==> src/rtl/pal_pkg.sv <==
// Shared types and sizes for the PAL sweep sequencer.
// Optional feature macro: PAL_SWEEP_SIG_EN (enables the output signature register).
package pal_pkg;

    localparam int unsigned N_VEC     = 16;
    localparam int unsigned PAL_IN_W  = 4;
    localparam int unsigned PAL_OUT_W = 5;
    localparam int unsigned SIG_W     = 8;
    localparam int unsigned ADDR_W    = 4;
    localparam int unsigned CNT_W     = 4;

    typedef enum logic [2:0] {
        IDLE    = 3'd0,
        DRIVE   = 3'd1,
        SETTLE  = 3'd2,
        CAPTURE = 3'd3,
        DONE    = 3'd4
    } state_t;

    // Rotate-left-by-one then fold in the captured PAL outputs.
    function automatic logic [SIG_W-1:0] sig_step(input logic [SIG_W-1:0]     s,
                                                  input logic [PAL_OUT_W-1:0] f);
        return {s[SIG_W-2:0], s[SIG_W-1]} ^ SIG_W'(f);
    endfunction

endpackage

==> src/rtl/pal_result_ram.sv <==
// 16x5 result table: one synchronous write port, one registered read port.
// Read-during-write to the same index returns the old contents.
module pal_result_ram
    import pal_pkg::*;
(
    input  logic                 clk,
    input  logic                 rst_n,
    input  logic                 we,
    input  logic [ADDR_W-1:0]    waddr,
    input  logic [PAL_OUT_W-1:0] wdata,
    input  logic [ADDR_W-1:0]    raddr,
    output logic [PAL_OUT_W-1:0] rdata
);

    logic [PAL_OUT_W-1:0] mem [N_VEC];

    // Storage array, intentionally not reset.
    always_ff @(posedge clk) begin
        if (we) begin
            mem[waddr] <= wdata;
        end
    end

    // Registered read port.
    always_ff @(posedge clk or negedge rst_n) begin
        if (!rst_n) begin
            rdata <= '0;
        end else begin
            rdata <= mem[raddr];
        end
    end

endmodule

==> src/rtl/pal_sweep_ctrl.sv <==
// Sequencer that walks the PAL through all 16 input vectors, waits a settle
// time per vector, captures F1..F5 into a result table and pulses done.
// Optional feature macro: PAL_SWEEP_SIG_EN (running 8-bit output signature).
module pal_sweep_ctrl
    import pal_pkg::*;
#(
    parameter int unsigned SETTLE_CYCLES = 2
)
(
    input  logic                 clk,
    input  logic                 rst_n,
    input  logic                 start,
    input  logic                 abort,
    output logic [PAL_IN_W-1:0]  pal_in,
    input  logic [PAL_OUT_W-1:0] pal_out,
    output logic                 busy,
    output logic                 done,
    input  logic [ADDR_W-1:0]    rd_addr,
    output logic [PAL_OUT_W-1:0] rd_data,
    output logic [SIG_W-1:0]     sig
);

    state_t              state, state_nxt;
    logic [ADDR_W-1:0]   idx, idx_nxt;
    logic [CNT_W-1:0]    cnt, cnt_nxt;
    logic [PAL_IN_W-1:0] pal_in_nxt;
    logic                busy_nxt;
    logic                done_nxt;
    logic                we_c;

    // State, index, counter and registered outputs.
    always_ff @(posedge clk or negedge rst_n) begin
        if (!rst_n) begin
            state  <= IDLE;
            idx    <= '0;
            cnt    <= '0;
            pal_in <= '0;
            busy   <= 1'b0;
            done   <= 1'b0;
        end else begin
            state  <= state_nxt;
            idx    <= idx_nxt;
            cnt    <= cnt_nxt;
            pal_in <= pal_in_nxt;
            busy   <= busy_nxt;
            done   <= done_nxt;
        end
    end

    // Next-state and output decode; abort overrides any active state.
    always_comb begin
        state_nxt  = state;
        idx_nxt    = idx;
        cnt_nxt    = cnt;
        pal_in_nxt = pal_in;
        we_c       = 1'b0;

        case (state)
            IDLE: begin
                if (start) begin
                    idx_nxt   = '0;
                    state_nxt = DRIVE;
                end
            end
            DRIVE: begin
                pal_in_nxt = idx;
                cnt_nxt    = CNT_W'(SETTLE_CYCLES - 1);
                state_nxt  = SETTLE;
            end
            SETTLE: begin
                if (cnt == '0) begin
                    state_nxt = CAPTURE;
                end else begin
                    cnt_nxt = cnt - CNT_W'(1);
                end
            end
            CAPTURE: begin
                we_c = 1'b1;
                // Terminal test on the last index; idx never wraps mid-sweep.
                if (idx == ADDR_W'(N_VEC - 1)) begin
                    state_nxt = DONE;
                end else begin
                    idx_nxt   = idx + ADDR_W'(1);
                    state_nxt = DRIVE;
                end
            end
            DONE: begin
                pal_in_nxt = '0;
                state_nxt  = IDLE;
            end
            default: begin
                state_nxt = IDLE;
            end
        endcase

        if (abort && (state inside {DRIVE, SETTLE, CAPTURE})) begin
            state_nxt  = IDLE;
            pal_in_nxt = '0;
        end

        busy_nxt = (state_nxt inside {DRIVE, SETTLE, CAPTURE});
        done_nxt = (state_nxt == DONE);
    end

`ifdef PAL_SWEEP_SIG_EN
    logic [SIG_W-1:0] sig_q, sig_nxt;

    // Signature: cleared on accepted start, folded on every capture, else held.
    always_comb begin
        sig_nxt = sig_q;
        if ((state == IDLE) && start) begin
            sig_nxt = '0;
        end else if (state == CAPTURE) begin
            sig_nxt = sig_step(sig_q, pal_out);
        end
    end

    // Signature register.
    always_ff @(posedge clk or negedge rst_n) begin
        if (!rst_n) begin
            sig_q <= '0;
        end else begin
            sig_q <= sig_nxt;
        end
    end

    assign sig = sig_q;
`else
    assign sig = '0;
`endif

    pal_result_ram u_ram (
        .clk   (clk),
        .rst_n (rst_n),
        .we    (we_c),
        .waddr (idx),
        .wdata (pal_out),
        .raddr (rd_addr),
        .rdata (rd_data)
    );

endmodule

==> config.mk <==
export PLATFORM = sky130hd
export DESIGN_NAME = pal_sweep_ctrl
export DESIGN_NICKNAME = d
export VERILOG_FILES = /design/src/rtl/pal_pkg.sv /design/src/rtl/pal_result_ram.sv /design/src/rtl/pal_sweep_ctrl.sv
export SDC_FILE = /design/constraint.sdc
export NUM_CORES = 1
export LEC_CHECK = 0
export BUFFER_PORTS_ARGS = -buffer_cell sky130_fd_sc_hd__buf_2
export CAP_MARGIN = 25
export CORE_UTILIZATION = 60
export DETAILED_ROUTE_END_ITERATION = 12
export PLACE_DENSITY = 0.8
export SYNTH_ARGS = -nofsm -noshare
export SYNTH_HDL_FRONTEND = slang
export SYNTH_SLANG_ARGS = --single-unit
export TNS_END_PERCENT = 50
==> constraint.sdc <==
create_clock -name clk -period 4.7 [get_ports clk]
set_clock_uncertainty 0.05 [all_clocks]
set_input_delay 0.47 -clock clk [delete_from_list [all_inputs] [get_ports clk]]
set_output_delay 0.47 -clock clk [all_outputs]
set_load 0.1 [all_outputs]
## Yosys cells after proc, flatten, opt, wreduce, memory -nomap -nowiden

Memories as Yosys holds them, arrays and structs flattened. A register that Yosys moved wholly into a read port is not among the register bits.
Cells that the tools add are included.

| word-level totals | value |
|---|---|
| output and inout port bits | 19 |
| memories kept | 1 |
| register bits after elaboration | 17 |
| bits in writable memories | 80 |

| operators by class | value |
|---|---|
| reductions and logical operators | 11 |
| multiplexer cells | 15 |
| $add $sub $neg | 2 |
| equal/unequal tests | 12 |

Memory list:

| name | depth | bits a word | rd ports | clocked after Yosys merged registers in | wr ports | line | RTL |
|---|---|---|---|---|---|---|---|
| u_ram.mem | 16 | 5 | 1 | 1 | 1 | pal_result_ram.sv:15 | `logic [PAL_OUT_W-1:0] mem [N_VEC];` |

Operators with widths:

| kind | number |
|---|---|
| one-hot mux 4 bit (2 select lines) | 3 |
| two-way mux 4 bit | 4 |
| equality test 3 x 2 -> 1 bit, second input constant | 4 |
| two-way mux 3 bit | 4 |
| one-hot mux 3 bit (4 select lines) | 1 |
| nonzero test 3 bit | 3 |
| equality test 3 x 1 -> 1 bit, second input constant | 2 |
| equality test 3 bit, second input constant | 2 |
| != test 2 bit, second input constant | 3 |
| adder 4 x 1 -> 4 bit, second input constant | 1 |
| equality test 4 bit, second input constant | 1 |
| logical NOT 4 bit | 1 |
| nonzero test 2 bit | 2 |
| subtractor 4 x 1 -> 4 bit, second input constant | 1 |
| logical NOT 3 bit | 1 |
| two-way mux 1 bit | 3 |
| AND reduction 3 bit | 1 |
| AND reduction 2 bit | 1 |
| logical AND 1 bit | 1 |
| logical NOT 1 bit | 1 |

## Longest topological paths before layout

| logic depth | value |
|---|---|
| depth after elaboration | 6 |
| mapped depth | 6 |
| depth with buffers taken out | 6 |

## By module

Synthesis repeated with hierarchy kept, for this count alone.

| second synthesis, totals | value |
|---|---|
| cells, all modules | 243 |
| area, all modules | 4191.5 µm² |

By module, submodules not included:

| module | instances | cells an instance | area an instance (µm²) | seq. area each (µm²) |
|---|---|---|---|---|
| pal_result_ram | 1 | 155 | 3238.1 | 2527.4 |
| pal_sweep_ctrl | 1 | 88 | 953.4 | 425.4 |

## Worst setup path before layout

OpenSTA, ideal clock, no wires.

| timing path | value |
|---|---|
| path kind | reg-to-reg |
| start | reg state[0] |
| end | mem u_ram.mem[3][0], enable pin |
| clock period less this slack | 1726 ps |
| data required time | 4276 ps |
| arrival | 1302 ps |
| cell stages (with the launch flop) | 6 |
| path slack | 2974 ps |
| setup time | 374 ps |
| cell sequence | dfrtp_1 -> buf_12 -> and3b_2 -> buf_4 -> nand2_1 -> nor3_1 |

| between the ends | value |
|---|---|
| longest elaborated chain between the ends | 4 |

Ends and longest elaborated chain:

| element | line | RTL |
|---|---|---|
| start, declared | pal_sweep_ctrl.sv:23 | `state_t state, state_nxt;` |
| start signal, assigned | pal_sweep_ctrl.sv:41 | `state <= state_nxt;` |
| equality test 3 x 2 -> 1 bit | pal_sweep_ctrl.sv:58 | `case (state)` |
| two-way mux 1 bit | pal_sweep_ctrl.sv:58 |  |
| two-way mux 1 bit | pal_result_ram.sv:19 | `if (we) begin` |
| two-way mux 1 bit (implied by the code) | pal_result_ram.sv:20 | `mem[waddr] <= wdata;` |
| end, declared | pal_result_ram.sv:15 |  |

No other way between the ends.

## Worst setup path after layout

| timing path | value |
|---|---|
| start | reg state[0] |
| end | mem u_ram.mem[3][2], enable pin |

Same word-level chain as after synthesis.

==> impl_metrics.py <==
metrics = {
    "logic_synthesis": {
        "yosysSeqAreaShare_pct": 70.6,
        "async_reset_ff_share_pct": 21.6,
        "synth_top_area_share_pct": 57.4,
        "postSynthAreaPerCell_um2": 16.8,
        "yosys.cell_count.top_type": "edfxtp_1",
        "synth_edf_count": 80,
        "postSynthCellCount": 249,
        "syn_area_mm2": 0.00419,
        "yosysTopAreaCell": "edfxtp_1",
        "yosysWarningCount": 0,
        "ys_types": 39,
        "synthTopCellsByCount": "edfxtp_1 (80), dfrtp_1 (22), mux4_2 (20), nor2_1 (18)",
        "synth.area.top_cells": "edfxtp_1 (57%), dfrtp_1 (13%), mux4_2 (11%)",
        "synth_ff_type": "edfxtp_1",
        "synth-seq-cells": 102,
    },
    "global_routing": {
        "antenna_found_initial": 0,
        "grt_pass1_vias": 2103,
        "grtUsageTotal_pct": 22.0,
        "grt_pass1_wl_um": 11400,
        "overflow": 0,
        "grt_max_degree": 23,
    },
    "power": {
        "pwr_density_cell_mw_per_mm2": 432,
        "peakVddDrop_mv": 0.261,
        "p_leak_nw": 1.58,
        "p_int_mw": 1.36,
        "p_switching_mw": 0.577,
        "switching_share_pct": 29.7,
        "pwr-share-clk_pct": 27.8,
        "pwr-share-comb_pct": 17.6,
        "seqPwrFrac_pct": 54.6,
    },
    "place": {
        "globalplace.congestion": 0.813,
        "dp_hpwl_um": 4940,
        "dpl_cell_area_mm2": 0.00429,
        "numPortBuffers": 23,
    },
    "sta": {
        "slew_viol_final": 0,
        "hold_viol": 0,
        "layout_min_cycle_time_ns": 2.24,
        "slew_headroom_pct": 39.8,
        "fmax_mhz": 447,
        "whs_ns": 0.0349,
        "rsz0062_at_grt": "no",
        "finalCritPeriodShare_pct": 47.6,
        "setup_tns_ns": 0,
        "setup_viol": 0,
        "worstMarginPinSlew_ns": 0.896,
    },
    "clocking": {
        "cts_buffers": 9,
        "ctsResizeCount": 0,
        "ctsHoldBuffers": 0,
        "cts-root-buf": "clkbuf_8",
        "cts_buffer_depth": 2,
        "tritoncts": "yes",
        "clk_pin_slew_ns": 0.09,
        "clkSinkCount": 102,
        "h-tree-depth": 3,
        "post-cts-setup-buffer-count": 0,
        "clk_latency_ns": 0.35,
    },
    "floorplan": {
        "die_height_um": 85.5,
        "initial_utilization_pct": 61.9,
        "rows": 30,
        "die_area_mm2": 0.00731,
        "core_area_mm2": 0.00676,
        "ios": 32,
        "fp.dieW_um": 85.5,
    },
    "setup_path": {
        "worstReg2RegEnd": "u_ram.mem[3][2]$_DFFE_PP_",
        "critical_path_class": "reg -> reg",
        "cp.arrival_ns": 2.17,
        "regToRegSetupSlack_ns": 2.46,
        "start_kind": "flop",
        "worstPathRequired_ns": 4.64,
        "ff2ff_path_depth": 3,
        "crit_start": "state[0]$_DFF_PN0_",
        "path_max_fanout": 10,
        "end_kind": "flop",
        "timing.rr.start": "state[0]$_DFF_PN0_",
    },
    "drt": {
        "ant_nets": 0,
        "dr.pass1.iters": 4,
        "drt_iter0_drc": 194,
        "drt-total-wl_um": 7180,
        "avgViaCountPerCell": 5.94,
        "routed-via-count": 2115,
        "wl_per_cell_um": 20.2,
        "drc": 0,
    },
    "run_status": {
        "status": "complete, no violations",
    },
    "finish": {
        "antenna_cells": 0,
        "nets": 289,
        "postLayoutCellArea_mm2": 0.00449,
        "fin_util_pct": 66.4,
        "syn2layout_area_growth_pct": 7.26,
        "drive_gt1_share_pct": 23.9,
    },
    "worst_hold_path": {
        "hp-class": "in -> async",
    },
    "job": {
        "drv_cap": 0,
    },
}
-- power groups by stage --
stage	sequential, mW	clock (mW)	combinational, mW
global placement	1.08	0	0.337
floorplan	1.14	0	0.236
finish	1.06	0.539	0.342
detailed placement	1.08	0	0.343
global route	1.07	0.585	0.369
CTS	1.06	0.553	0.344
-- routing by layer --
| metal | track usage [%] | part of all wire (%) |
|---|---|---|
| met5 | 0 | 0 |
| met4 | 9.09 | 1.7 |
| met3 | 3.46 | 3.7 |
| met2 | 35.1 | 51 |
| met1 | 31.0 | 44 |
-- cells in the final DEF, fill, tap and decap left out, drive strengths merged, types with 2 or more instances in the layout --
master / n
a21oi: 4
a22o: 4
a22oi: 5
buf: 23
clkbuf: 9
clkinv: 3
clkinvlp: 2
conb: 8
dfrtp: 22
edfxtp: 80
ha: 5
inv: 8
mux4: 20
nand2: 13
nand2b: 6
nand3: 13
nor2: 18
nor2b: 2
nor3: 10
o211ai: 2
o21ai: 3
or2: 2
xnor2: 2
-- registers in the layout, summed over array words and instances (netlist names) --
name,flops
u_ram.rdata,5
u_ram.mem,80
idx,4
cnt,4
busy,1
pal_in,4
state,3
done,1
-- critical path, cell delays in order, from the launching register on --
cell and delay, ns:
dfrtp_1 0.55, and3b_2 0.35, nand2_1 0.21, nor3_1 0.71
-- area by class of cell --
cell class	instances	area, um2
clock buffer	9	124
clock inverter	7	73.8
fill	439	2270
inverter	7	26.3
multi-input combinational	128	1100
sequential	102	2950
tap	80	100
timing repair buffer	23	115
-- kinds of logic after synthesis --
| group | Yosys count | share of synthesized area (%) |
|---|---|---|
| compound gates | 22 | 4.04 |
| mux | 20 | 10.8 |
| flops | 102 | 70.6 |
| xor+xnor | 3 | 0.628 |
| fa+ha+maj | 5 | 1.49 |
| other cells | 1 | 0.0896 |
| simple gates | 70 | 8.58 |
| buf+inv | 26 | 3.86 |
-- worst max path at each step --
| stage | end | slack, ns | cells past startpoint |
|---|---|---|---|
| after detailed placement | u_ram.mem[3][4]$_DFFE_PP_ | 2.47 | 3 |
| after floorplan | u_ram.mem[3][0]$_DFFE_PP_ | 2.97 | 5 |
| after CTS | u_ram.mem[3][2]$_DFFE_PP_ | 2.45 | 3 |
| after global routing | u_ram.mem[3][0]$_DFFE_PP_ | 2.26 | 3 |
| after global placement | u_ram.mem[3][3]$_DFFE_PP_ | 2.52 | 3 |
| final | u_ram.mem[3][2]$_DFFE_PP_ | 2.46 | 3 |
-- per-stage QoR --
stage	cells	worst slack (ns)	total power, mW
6_report	356	2.46	1.94
3_3_place_gp	340	2.52	1.41
2_1_floorplan	256	2.97	1.38
3_5_place_dp	340	2.47	1.42
4_1_cts	356	2.45	1.96
5_1_grt	356	2.26	2.02
No activity file was read; power rests on OpenSTA's default activity.
